$ cat config.mk
export PLATFORM = sky130hd
export DESIGN_NAME = ps2_scancode_rx
export DESIGN_NICKNAME = d
export VERILOG_FILES = /design/src/rtl/ps2_pkg.sv /design/src/rtl/ps2_line_filter.sv /design/src/rtl/ps2_scancode_rx.sv
export SDC_FILE = /design/constraint.sdc
export NUM_CORES = 1
export LEC_CHECK = 0
export ABC_AREA = 0
export CAP_MARGIN = 20
export CORE_MARGIN = 4
export CORE_UTILIZATION = 50
export CTS_BUF_LIST = sky130_fd_sc_hd__clkbuf_2 sky130_fd_sc_hd__clkbuf_4 sky130_fd_sc_hd__clkbuf_8
export CTS_CLUSTER_DIAMETER = 40
export DETAILED_ROUTE_END_ITERATION = 8
export PLACE_DENSITY_LB_ADDON = 0.2
export SYNTH_ARGS = -nofsm -noshare
export SYNTH_HDL_FRONTEND = slang
export SYNTH_SLANG_ARGS = --single-unit
$ cat constraint.sdc
create_clock -name clk_sys -period 2.3 [get_ports clk_sys]
set_input_delay 0.46 -clock clk_sys [delete_from_list [all_inputs] [get_ports clk_sys]]
set_output_delay 0.46 -clock clk_sys [all_outputs]
set_load 0.1 [all_outputs]
$ cat src/rtl/ps2_pkg.sv
// Shared types and scan-code constants for the PS/2 Set-2 keyboard receiver.
package ps2_pkg;

   typedef enum logic [1:0] {
      IDLE,
      DATA,
      PARITY,
      STOP
   } state_t;

   localparam logic [7:0] PS2_EXT   = 8'hE0;
   localparam logic [7:0] PS2_BRK   = 8'hF0;
   localparam logic [7:0] PS2_PAUSE = 8'hE1;

   // Keyboard status/acknowledge bytes that never represent a key.
   localparam logic [7:0] PS2_IGN_BAT_OK = 8'hAA;
   localparam logic [7:0] PS2_IGN_ACK    = 8'hFA;
   localparam logic [7:0] PS2_IGN_ECHO   = 8'hEE;
   localparam logic [7:0] PS2_IGN_RESEND = 8'hFE;
   localparam logic [7:0] PS2_IGN_BAT_ER = 8'hFC;
   localparam logic [7:0] PS2_IGN_OVR0   = 8'h00;
   localparam logic [7:0] PS2_IGN_OVR1   = 8'hFF;

   localparam logic [7:0] PS2_FAKE_LSHIFT = 8'h12;
   localparam logic [7:0] PS2_FAKE_RSHIFT = 8'h59;

   function automatic logic is_ignored(input logic [7:0] b);
      return (b == PS2_IGN_BAT_OK) || (b == PS2_IGN_ACK)    ||
             (b == PS2_IGN_ECHO)   || (b == PS2_IGN_RESEND) ||
             (b == PS2_IGN_BAT_ER) || (b == PS2_IGN_OVR0)   ||
             (b == PS2_IGN_OVR1);
   endfunction

   function automatic logic is_fake_shift(input logic [7:0] b);
      return (b == PS2_FAKE_LSHIFT) || (b == PS2_FAKE_RSHIFT);
   endfunction

endpackage

$ cat src/rtl/ps2_line_filter.sv
// Synchronises a raw PS/2 line, rejects glitches shorter than FILTER_LEN
// samples, and pulses fall for one cycle when the filtered level drops.
module ps2_line_filter #(
   parameter int FILTER_LEN = 8
) (
   input  logic clk_sys,
   input  logic rst_n,
   input  logic line_raw,
   output logic fall
);

   localparam int CW = $clog2(FILTER_LEN + 1);

   logic          line_meta;
   logic          line_sync;
   logic          level_q;
   logic [CW-1:0] cnt_q;

   // NOTE: sequential state uses non-blocking assignments so every flop
   // samples the pre-edge value of its neighbours, like real hardware.
   always_ff @(posedge clk_sys or negedge rst_n) begin
      if (!rst_n) begin
         line_meta <= 1'b1;
         line_sync <= 1'b1;
         level_q   <= 1'b1;
         cnt_q     <= '0;
         fall      <= 1'b0;
      end else begin
         line_meta <= line_raw;
         line_sync <= line_meta;
         fall      <= 1'b0;
         if (line_sync == level_q) begin
            cnt_q <= '0;
         end else if (cnt_q == CW'(FILTER_LEN - 1)) begin
            // FILTER_LEN consecutive differing samples: accept the new level.
            level_q <= line_sync;
            cnt_q   <= '0;
            fall    <= level_q;
         end else begin
            cnt_q <= cnt_q + CW'(1);
         end
      end
   end

endmodule

$ cat src/rtl/ps2_scancode_rx.sv
// PS/2 Set-2 receiver: frames bits off the keyboard lines and decodes
// E0/F0/E1 prefixes into single-cycle key events for the keyboard matrix.
module ps2_scancode_rx
   import ps2_pkg::*;
#(
   parameter int FILTER_LEN  = 8,
   parameter int TIMEOUT_CYC = 48000,
   parameter int PAUSE_SKIP  = 7
) (
   input  logic       clk_sys,
   input  logic       reset_n,
   input  logic       ps2_clk,
   input  logic       ps2_data,
   output logic       key_strobe,
   output logic       key_pressed,
   output logic       key_extended,
   output logic [7:0] key_code,
   output logic       frame_err
);

   localparam int TMO_W  = $clog2(TIMEOUT_CYC + 1);
   localparam int SKIP_W = $clog2(PAUSE_SKIP + 1);

   logic rst_meta;
   logic rst_n;

   // Asserts immediately, releases two clocks after reset_n rises.
   always_ff @(posedge clk_sys or negedge reset_n) begin
      if (!reset_n) begin
         rst_meta <= 1'b0;
         rst_n    <= 1'b0;
      end else begin
         rst_meta <= 1'b1;
         rst_n    <= rst_meta;
      end
   end

   logic clk_fall;

   ps2_line_filter #(
      .FILTER_LEN(FILTER_LEN)
   ) u_clk_filter (
      .clk_sys  (clk_sys),
      .rst_n    (rst_n),
      .line_raw (ps2_clk),
      .fall     (clk_fall)
   );

   logic data_meta;
   logic data_sync;

   always_ff @(posedge clk_sys or negedge rst_n) begin
      if (!rst_n) begin
         data_meta <= 1'b1;
         data_sync <= 1'b1;
      end else begin
         data_meta <= ps2_data;
         data_sync <= data_meta;
      end
   end

   state_t           state_q, state_d;
   logic [2:0]       bit_cnt_q, bit_cnt_d;
   logic [7:0]       shift_q, shift_d;
   logic             par_q, par_d;
   logic [TMO_W-1:0] tmo_q;
   logic             byte_ok;
   logic             byte_bad;
   logic             tmo_hit;

   // NOTE: every signal driven here gets a default first, so no path
   // through the block can leave one unassigned and infer a latch.
   always_comb begin
      state_d   = state_q;
      bit_cnt_d = bit_cnt_q;
      shift_d   = shift_q;
      par_d     = par_q;
      byte_ok   = 1'b0;
      byte_bad  = 1'b0;
      tmo_hit   = 1'b0;
      if (clk_fall) begin
         unique case (state_q)
            IDLE: begin
               if (!data_sync) begin
                  state_d   = DATA;
                  bit_cnt_d = '0;
               end
            end
            DATA: begin
               shift_d   = {data_sync, shift_q[7:1]};
               bit_cnt_d = bit_cnt_q + 3'd1;
               if (bit_cnt_q == 3'd7) state_d = PARITY;
            end
            PARITY: begin
               par_d   = data_sync;
               state_d = STOP;
            end
            STOP: begin
               state_d = IDLE;
               if (data_sync && (^{shift_q, par_q})) byte_ok  = 1'b1;
               else                                  byte_bad = 1'b1;
            end
         endcase
      end else if (state_q != IDLE && tmo_q == TMO_W'(TIMEOUT_CYC)) begin
         // An edge in the same cycle takes the branch above instead.
         tmo_hit = 1'b1;
         state_d = IDLE;
      end
   end

   always_ff @(posedge clk_sys or negedge rst_n) begin
      if (!rst_n) begin
         state_q   <= IDLE;
         bit_cnt_q <= '0;
         shift_q   <= '0;
         par_q     <= 1'b0;
         tmo_q     <= '0;
      end else begin
         state_q   <= state_d;
         bit_cnt_q <= bit_cnt_d;
         shift_q   <= shift_d;
         par_q     <= par_d;
         if (clk_fall || state_q == IDLE)       tmo_q <= '0;
         else if (tmo_q != TMO_W'(TIMEOUT_CYC)) tmo_q <= tmo_q + TMO_W'(1);
      end
   end

   logic              ext_q;
   logic              brk_q;
   logic [SKIP_W-1:0] skip_q;

   always_ff @(posedge clk_sys or negedge rst_n) begin
      if (!rst_n) begin
         ext_q        <= 1'b0;
         brk_q        <= 1'b0;
         skip_q       <= '0;
         key_strobe   <= 1'b0;
         key_pressed  <= 1'b0;
         key_extended <= 1'b0;
         key_code     <= '0;
         frame_err    <= 1'b0;
      end else begin
         key_strobe <= 1'b0;
         frame_err  <= tmo_hit | byte_bad;
         if (tmo_hit || byte_bad) begin
            ext_q <= 1'b0;
            brk_q <= 1'b0;
         end else if (byte_ok) begin
            if (skip_q != '0) begin
               skip_q <= skip_q - SKIP_W'(1);
            end else if (shift_q == PS2_EXT) begin
               ext_q <= 1'b1;
            end else if (shift_q == PS2_BRK) begin
               brk_q <= 1'b1;
            end else if (shift_q == PS2_PAUSE) begin
               skip_q <= SKIP_W'(PAUSE_SKIP);
               ext_q  <= 1'b0;
               brk_q  <= 1'b0;
            end else if (is_ignored(shift_q) || (ext_q && is_fake_shift(shift_q))) begin
               ext_q <= 1'b0;
               brk_q <= 1'b0;
            end else begin
               key_strobe   <= 1'b1;
               key_code     <= shift_q;
               key_pressed  <= ~brk_q;
               key_extended <= ext_q;
               ext_q        <= 1'b0;
               brk_q        <= 1'b0;
            end
         end
      end
   end

endmodule

Word level (Yosys, flattened, before mapping)
Index checks and enable logic that the tools add are counted.
{"block": "totals", "reg_bits": 59, "in_bits": 4, "elab_cells": 136, "output_inout_bits": 12}
{"block": "classes", "n_bitwise": 9, "n_eq_ne": 27, "n_mux": 42, "n_addsub": 4, "reduce_logical": 32}
{"cell": "$eq A8 B8 Y1 const B", "n": 9}
{"cell": "$mux W16", "n": 2}
{"cell": "$mux W1", "n": 27}
{"cell": "$add A16 B1 Y16 const B", "n": 1}
{"cell": "$eq A16 B16 Y1 const B", "n": 1}
{"cell": "$ne A16 B16 Y1 const B", "n": 1}
{"cell": "$mux W3", "n": 5}
{"cell": "$reduce_and A3 Y1", "n": 4}
{"cell": "$reduce_bool A2 Y1", "n": 6}
{"cell": "$logic_or A1 B1 Y1", "n": 10}
{"cell": "$ne A2 B2 Y1 const B", "n": 5}
{"cell": "$ne A3 B3 Y1 const B", "n": 3}
{"cell": "$reduce_xor A9 Y1", "n": 1}
{"cell": "$eq A8 B5 Y1 const B", "n": 1}
{"cell": "$eq A8 B7 Y1 const B", "n": 1}
{"cell": "$logic_not A8 Y1", "n": 1}
{"cell": "$mux W2", "n": 4}
{"cell": "$mux W4", "n": 2}
{"cell": "$not A1 Y1", "n": 8}
{"cell": "$pmux W2 S4", "n": 1}
{"cell": "$reduce_and A7 Y1", "n": 1}
{"cell": "$pmux W3 S2", "n": 1}
{"cell": "$reduce_and A2 Y1", "n": 3}
{"cell": "$reduce_and A5 Y1", "n": 1}
{"cell": "12 further kinds", "n": 15}

Logic depth before layout (Yosys ltp)
Gate-level depths: netlist of run 1.
{"block": "logic_depth", "word_depth": 15, "ltp_mapped": 7, "depth_no_buf": 7}

Cells and area by module
Synthesis of run 1 repeated with hierarchy kept, for this count alone.
{"block": "unflattened", "cells_unflattened": 248, "hier_area_um2": 2927.8}
{"module": "ps2_scancode_rx", "cells_each": 227, "area_per_inst_um2": 2616.3, "seq_area_each_um2": 1278.7, "n_inst": 1}
{"module": "ps2_line_filter", "cells_each": 21, "area_per_inst_um2": 311.5, "seq_area_each_um2": 203.9, "n_inst": 1}

Worst setup path before layout of run 1
OpenSTA, ideal clock, no wires.
{"block": "synth_path", "path_type": "reg-to-reg", "from": "register shift_q[6]", "to": "register key_code[1]", "path_stages_with_launch": 8, "setup_ns": 0.126, "arrival_time_ns": 1.975, "path_slack_ns": 0.199, "required_ns": 2.174, "cell_sequence": "dfrtp_1 > buf_6 > xnor2_2 > xnor3_2 > mux2i_2 > nor4_2 > buf_6 > mux2_4"}
{"block": "synth_between", "elab_chain_len": 10, "word_cells_on_any_way": 36, "classes_between": "eq/ne (11); mux (6); bitwise (5); reduce/logical (14)"}
{"element": "from (decl)", "line": "ps2_scancode_rx.sv:64", "text": "logic [7:0] shift_q, shift_d;"}
{"element": "from (signal assigned)", "line": "ps2_scancode_rx.sv:121", "text": "shift_q <= shift_d;"}
{"element": "$eq A8 B8 Y1", "line": "ps2_pkg.sv:28", "text": "return (b == PS2_IGN_BAT_OK) || (b == PS2_IGN_ACK) ||"}
{"element": "$logic_or A1 B1 Y1 (2 in series)", "line": "ps2_pkg.sv:28"}
{"element": "$logic_or A1 B1 Y1 (2 in series)", "line": "ps2_pkg.sv:29", "text": "(b == PS2_IGN_ECHO) || (b == PS2_IGN_RESEND) ||"}
{"element": "$logic_or A1 B1 Y1 (2 in series)", "line": "ps2_pkg.sv:30", "text": "(b == PS2_IGN_BAT_ER) || (b == PS2_IGN_OVR0) ||"}
{"element": "$logic_or A1 B1 Y1", "line": "ps2_scancode_rx.sv:159", "text": "end else if (is_ignored(shift_q) || (ext_q && is_fake_shift(shift_q))) begin"}
{"element": "$not A1 Y1 (no source line)"}
{"element": "$reduce_and A7 Y1 (no source line) *"}
{"element": "to (signal assigned)", "line": "ps2_scancode_rx.sv:164", "text": "key_code <= shift_q;"}
{"element": "to (decl)", "line": "ps2_scancode_rx.sv:17", "text": "output logic [7:0] key_code,"}
Mark *: on every way between the ends. The rest lies on a longest branch, timed or not.
A chain may end at the register's enable or synchronous reset.

Worst setup path in the final report of run 1
{"block": "layout_path", "from": "register shift_q[1]", "to": "register key_code[0]"}
Same word-level chain as after synthesis.

==> results of run 1 <==
[metal layers]
layer,vias to the layer above,share of wire (%),track usage [%]
li1,1003,-,-
met2,35,45,23.5
met5,-,0,0
met1,993,49,21.6
met4,0,0.99,5.32
met3,4,5.1,6.28
[cells by family after synthesis]
group | share of synthesized area, %
DFF | 50.3
buffers and inverters | 3.90
and+or+nand+nor | 19.8
adders and majority gates | 4.67
other | 0.127
xor gates and xnor gates | 7.81
AOI/OAI and AO/OA | 6.71
muxes | 6.66
[layout make-up]
type	instances	area [um^2]	share of cell area [%]
Sequential cell	59	1480	44.2
Multi-Input combinational cell	199	1350	40.2
Timing Repair Buffer	26	203	6.03
Clock buffer	15	194	5.77
Tap cell	72	90.1	2.68
Inverter	9	33.8	1.01
Clock inverter	1	5.00	0.149
[state kept, by name, summed over array words and instances, names as in the netlist, 2 cells and up]
| signal | flops |
|---|---|
| tmo_q | 16 |
| key_code | 8 |
| shift_q | 8 |
| u_clk_filter.cnt_q | 4 |
| bit_cnt_q | 3 |
| skip_q | 3 |
| state_q | 2 |
[metrics by stage]
step / hold slack (ns) / instance area (um^2)
2_1_floorplan: 0.164 / 2950
3_3_place_gp: 0.279 / 3160
3_5_place_dp: 0.280 / 3160
4_1_cts: 0.273 / 3360
5_1_grt: 0.273 / 3360
6_report: 0.262 / 3360
[path summary, 6_finish.rpt]
check	cells past startpoint	from	slack, ns	end
setup / recovery	6	shift_q[1]	0.17	key_code[0]
hold / removal	0	rst_n	0.26	tmo_q[10]
setup reg to reg	6	shift_q[1]	0.17	key_code[0]
hold reg to reg	0	rst_n	0.26	tmo_q[10]
max in group asynchronous	1	rst_n	1.37	tmo_q[15]
min in group clk_sys	0	u_clk_filter.line_meta	0.35	u_clk_filter.line_sync
[where the power goes]
group | internal, mW | switching [mW] | total [mW]
logic | 0.0442 | 0.0436 | 0.0879
registers | 1.08 | 0.0325 | 1.11
clock network | 0.532 | 0.372 | 0.903
total | 1.66 | 0.448 | 2.10
[critical path, stage by stage, from the launching register on]
cell,delay (ns)
sky130_fd_sc_hd__dfrtp_1,0.39
sky130_fd_sc_hd__xor2_1,0.16
sky130_fd_sc_hd__xnor3_2,0.47
sky130_fd_sc_hd__mux2i_2,0.18
sky130_fd_sc_hd__nor4_2,0.20
sky130_fd_sc_hd__buf_4,0.26
sky130_fd_sc_hd__mux2_2,0.36
[placed cells by master, fill, tap and decap left out, types with 3 or more instances in the layout]
cell type,n
sky130_fd_sc_hd__a21oi_1,9
sky130_fd_sc_hd__xor2_1,9
sky130_fd_sc_hd__dfrtp_1,53
sky130_fd_sc_hd__nor4_1,5
sky130_fd_sc_hd__clkbuf_8,13
sky130_fd_sc_hd__o21ai_0,9
sky130_fd_sc_hd__nand2_1,42
sky130_fd_sc_hd__mux2i_1,4
sky130_fd_sc_hd__nor2_1,26
sky130_fd_sc_hd__dfstp_2,5
sky130_fd_sc_hd__clkdlybuf4s50_1,3
sky130_fd_sc_hd__a22o_1,3
sky130_fd_sc_hd__nor3_1,4
sky130_fd_sc_hd__buf_4,23
sky130_fd_sc_hd__ha_1,11
sky130_fd_sc_hd__nand3_1,12
sky130_fd_sc_hd__xnor2_1,10
sky130_fd_sc_hd__nor2b_1,4
sky130_fd_sc_hd__mux2_4,8
sky130_fd_sc_hd__inv_1,9
==> impl_metrics.tcl, run 1 <==
set metrics [dict create \
    status "completed" \
    total_routing_resource_utilization_after_global_routing_pct 16.0 \
    cts.sink_count 59 \
    worstPathArrival_ns 2.34 \
    io_pins 16 \
    number_of_max_cap_violations 0 \
    layout.filler_cells 470 \
    post-route-worst-setup-slack_ns 0.173 \
    port-buffer-count 15 \
    post_cts_hold_buffers 0 \
    crit_required_ns 2.52 \
    worst_skew_pair.late_latency_ns 0.33 \
    post_synthesis_sequential_element_count 59 \
    final_min_period_over_clock_period_pct 92.5 \
    cts-buffers-inserted 9 \
    finClkSkew_ns 0.00330 \
    fin_cells 381 \
    gpl.final_weighted_congestion 0.791 \
    yosysSeqAreaShare_pct 50.3 \
    ctsHtreeMaxLevel 3 \
    ir_drop_mv 0.642 \
    cellLeakagePower_nw 1.54 \
    antennaDiodeCount 0 \
    biggest_fanout_along_the_worst_timing_path 11 \
    hold_class "reg2async" \
    most_repeated_cell_in_the_gate_level_netlist_after_synthesis "sky130_fd_sc_hd__dfrtp_1" \
    num_rows 27 \
    place_inst 365 \
    antenna_found_initial 0 \
    drt_iter0_drc 105 \
    worst_setup_path_start_kind "flip-flop" \
    synth-warning-count 0 \
    finalWorstPathRequiredPeriod_ns 2.13 \
    pre_cts_ws_ns 0.165 \
    number_of_enable_flip_flop_cells_after_synthesis 0 \
    routedWlPerCell_um 13.2 \
    fin_tns_setup_ns 0 \
    initial_utilization_pct 52.6 \
    route.vias.total 2035 \
    worst_setup_path_end_kind "flip-flop" \
    drt_first_pass_iters 4 \
    first_global_vias 1949 \
    first_pass_grt_wire_length_um 9120 \
    worst_slew_pin_slew_ns 0.661 \
    post_synth_instance_area_um2 2950 \
    grt_setup_unrepaired "no" \
    slew_headroom_pct 55.5 \
    ant_nets 0 \
    leading_post_synthesis_cells_by_instance_count "54 x sky130_fd_sc_hd__dfrtp_1, 42 x sky130_fd_sc_hd__nand2_1, 26 x sky130_fd_sc_hd__nor2_1" \
    areaGrowthSynthToFinish_pct 14.0 \
    detail_route.wirelength_um 5050 \
    remaining_drc_errors 0 \
    max_clock_freq_ghz 0.470 \
    synthTopCellsByArea "sky130_fd_sc_hd__dfrtp_1 46%, sky130_fd_sc_hd__nand2_1 5.3%, sky130_fd_sc_hd__ha_1 4.7%" \
    finalHoldViolCount 0 \
    post_cts_resized 0 \
    drv_slew 0 \
    power.total_mw 2.10 \
    nNetsFinal 319 \
    maximum_number_of_pins_on_one_net_before_global_route_repair 26 \
    floorplan.core_area_um2 5610 \
    postSynthCellCount 280 \
    path_clk_slew_ns 0.06 \
    power.density_cell_area_nw_per_um2 626 \
    postSynthNetCount 295 \
    post-route-util_pct 59.9 \
    count_of_unique_library_cells_instantiated_by_yosys 55 \
    overflow 0 \
    cts_tree "yes" \
    setup_viol 0 \
    clk_root_buffer_cell "sky130_fd_sc_hd__clkbuf_8" \
    setup.worst_path.class "reg2reg" \
    synth.top_cell.area_share_pct 45.8 \
    synth_largest_area_cell "sky130_fd_sc_hd__dfrtp_1" \
    post_drt_via_cell_ratio 5.34 \
    floorplan.die_area_um2 7190 \
    synthesis.area_per_instance_um2 10.5 \
    dp_hpwl_um 3610 \
    share_of_flip_flops_with_an_asynchronous_set_or_reset_after_synthesis_pct 100 \
    dieWidth_um 84.8 \
    number_of_setup_buffers_added_after_cts 0 \
    yosys_most_used_dff "sky130_fd_sc_hd__dfrtp_1" \
    die-height_um 84.8 \
    drive_gt1_share_pct 20.7 \
    clk_path_buf_depth 2 \
]
Power figures use the tool's default switching activity.
==> run 2: changes to the inputs <==
Settings changed: CAP_MARGIN 20 to 10, CORE_UTILIZATION 50 to 60.
==> impl_metrics.tcl, run 2 (synthesis results as in run 1) <==
set metrics [dict create \
    floorplan.core_area_um2 4750 \
    nNetsFinal 316 \
    die-height_um 78.1 \
    power.net_switching_mw 0.474 \
    cpMaxStageDelayCell "sky130_fd_sc_hd__dfrtp_1" \
    largest_registers_in_the_final_layout "tmo_q x16, key_code x8, shift_q x8" \
    ir_drop_mv 0.569 \
    initial_utilization_pct 62.0 \
    final_min_period_over_clock_period_pct 95.0 \
    use_met1_pct 27.5 \
    drive_gt1_share_pct 19.9 \
    setup.worst_path.class "reg2reg" \
    timing.critical_path.max_delay_family "XOR/XNOR gates" \
    finalHoldViolCount 0 \
    final_cell_area_um2 3360 \
    switching_share_pct 21.7 \
    pwr-share-comb_pct 4.2 \
    max_clock_freq_ghz 0.458 \
    grt_most_used_layer "met2" \
    dp_hpwl_um 3700 \
    cts-buffers-inserted 9 \
    port-buffer-count 15 \
    dpl-instance-area_um2 3140 \
    cellLeakagePower_nw 1.53 \
    post_drt_via_cell_ratio 5.44 \
    post_cts_hold_buffers 0 \
    grt_use_met2_pct 30.4 \
    dieWidth_um 78.1 \
    num_rows 25 \
    number_of_setup_buffers_added_after_cts 0 \
    internal-power_mw 1.71 \
    largest_register "tmo_q" \
    gpl.final_weighted_congestion 0.842 \
    clock_power_share_pct 44.7 \
    worst_setup_path_end_kind "flip-flop" \
    crit_start "shift_q[7]" \
    crit_required_ns 2.52 \
    final_cell_mix "53 x sky130_fd_sc_hd__dfrtp_1, 42 x sky130_fd_sc_hd__nand2_1, 26 x sky130_fd_sc_hd__nor2_1" \
    post-route-util_pct 70.6 \
    maximum_number_of_pins_on_one_net_before_global_route_repair 31 \
    biggest_fanout_along_the_worst_timing_path 11 \
    worst-r2r-setup-slack_ns 0.12 \
    ctsHtreeMaxLevel 3 \
    register_to_register_path_depth 6 \
    drt_first_pass_iters 4 \
    post_cts_resized 0 \
    cts_tree "yes" \
    path_clk_slew_ns 0.07 \
    drt_iter0_drc 150 \
    grt_setup_unrepaired "no" \
    largest_register_ff_count 16 \
    overflow 0 \
    hold_class "reg2async" \
    remaining_drc_errors 0 \
    antennaDiodeCount 0 \
    power.density_cell_area_nw_per_um2 651 \
    worst_skew_pair.late_latency_ns 0.33 \
    worst_slew_pin_slew_ns 0.634 \
    timing.critical_path.cells "xnor2_2 -> xnor3_2 -> mux2i_2 -> nor4_2 -> buf_4 -> mux2_2" \
    p_seq_share_pct 51.0 \
    status "completed" \
    number_of_max_cap_violations 0 \
    antenna_found_initial 0 \
    met3_usage_pct 4.70 \
    areaGrowthSynthToFinish_pct 13.9 \
    worst_setup_path_start_kind "flip-flop" \
    first_pass_grt_wire_length_um 9650 \
    worstPathBufferInverterCount 1 \
    ant_nets 0 \
    cts.sink_count 59 \
    clk_path_buf_depth 2 \
    max_stage_delay_ns 0.47 \
    setup_viol 0 \
    io_pins 16 \
    detail_route.wirelength_um 5210 \
    finClkSkew_ns 0.00587 \
    rr_endpoint "key_code[0]" \
    first_global_vias 2075 \
    drv_slew 0 \
    regToRegStartpoint "shift_q[7]" \
    clk_root_buffer_cell "sky130_fd_sc_hd__clkbuf_8" \
    worstPathArrival_ns 2.40 \
    total_routing_resource_utilization_after_global_routing_pct 20.4 \
    finalWorstPathRequiredPeriod_ns 2.18 \
    route.vias.total 2030 \
    slew_headroom_pct 57.4 \
    most_frequent_standard_cell_in_the_layout_excluding_fill_and_tap_cells "sky130_fd_sc_hd__dfrtp_1" \
    floorplan.die_area_um2 6100 \
    routedWlPerCell_um 14.0 \
    power.total_mw 2.18 \
    fin_tns_setup_ns 0 \
]
[run 2: cell count changes in the layout (fill, tap and decap cells not counted)]
cell and change:
sky130_fd_sc_hd__clkbuf_4 -2, sky130_fd_sc_hd__buf_12 +1, sky130_fd_sc_hd__bufinv_16 +1, sky130_fd_sc_hd__clkinv_2 +1, sky130_fd_sc_hd__buf_4 -4, sky130_fd_sc_hd__clkbuf_8 -1, sky130_fd_sc_hd__clkinvlp_4 +1
[run 2: metrics by stage]
step | hold slack, ns | setup slack (ns) | instances
6_report | 0.281 | 0.116 | 373
3_5_place_dp | 0.301 | 0.126 | 357
4_1_cts | 0.277 | 0.115 | 373
5_1_grt | 0.277 | 0.0183 | 373
3_3_place_gp | 0.300 | 0.167 | 357
2_1_floorplan | 0.164 | 0.199 | 280
[run 2: final cells by class]
cell class	instances	area (um^2)
clock inverters	4	47.5
fillers	381	1400
clock buffers	12	165
well taps	67	83.8
multi-input cells	199	1350
repair buffers	23	193
flip-flops and latches	59	1480
inverters	9	33.8
[run 2: how the worst max path moves through the flow]
stage,endpoint,slack [ns],depth (start not counted)
4_1_cts,key_code[0],0.11,6
3_5_place_dp,key_code[0],0.13,6
2_1_floorplan,key_code[1],0.20,7
3_3_place_gp,key_code[0],0.17,6
5_1_grt,key_code[0],0.02,6
6_report,key_code[0],0.12,6
[run 2: power groups by stage]
stage | registers (mW) | logic (mW) | clock network [mW]
6_report | 1.12 | 0.0926 | 0.977
5_1_grt | 1.12 | 0.108 | 1.06
4_1_cts | 1.12 | 0.0945 | 1.00
3_5_place_dp | 1.13 | 0.0940 | 0
3_3_place_gp | 1.13 | 0.0901 | 0
2_1_floorplan | 1.13 | 0.0614 | 0
[run 2: per-layer routing]
metal	share of wire, %	wire length [um]
met3	3.4	177
met2	46	2400
met1	48	2510
met4	2.3	119
met5	0	0
==> run 3: changes to the inputs <==
Settings changed: TNS_END_PERCENT from default to 1.
==> results of run 3 <==
Same layout as run 2: the final DEF is identical, and so are final timing and power.
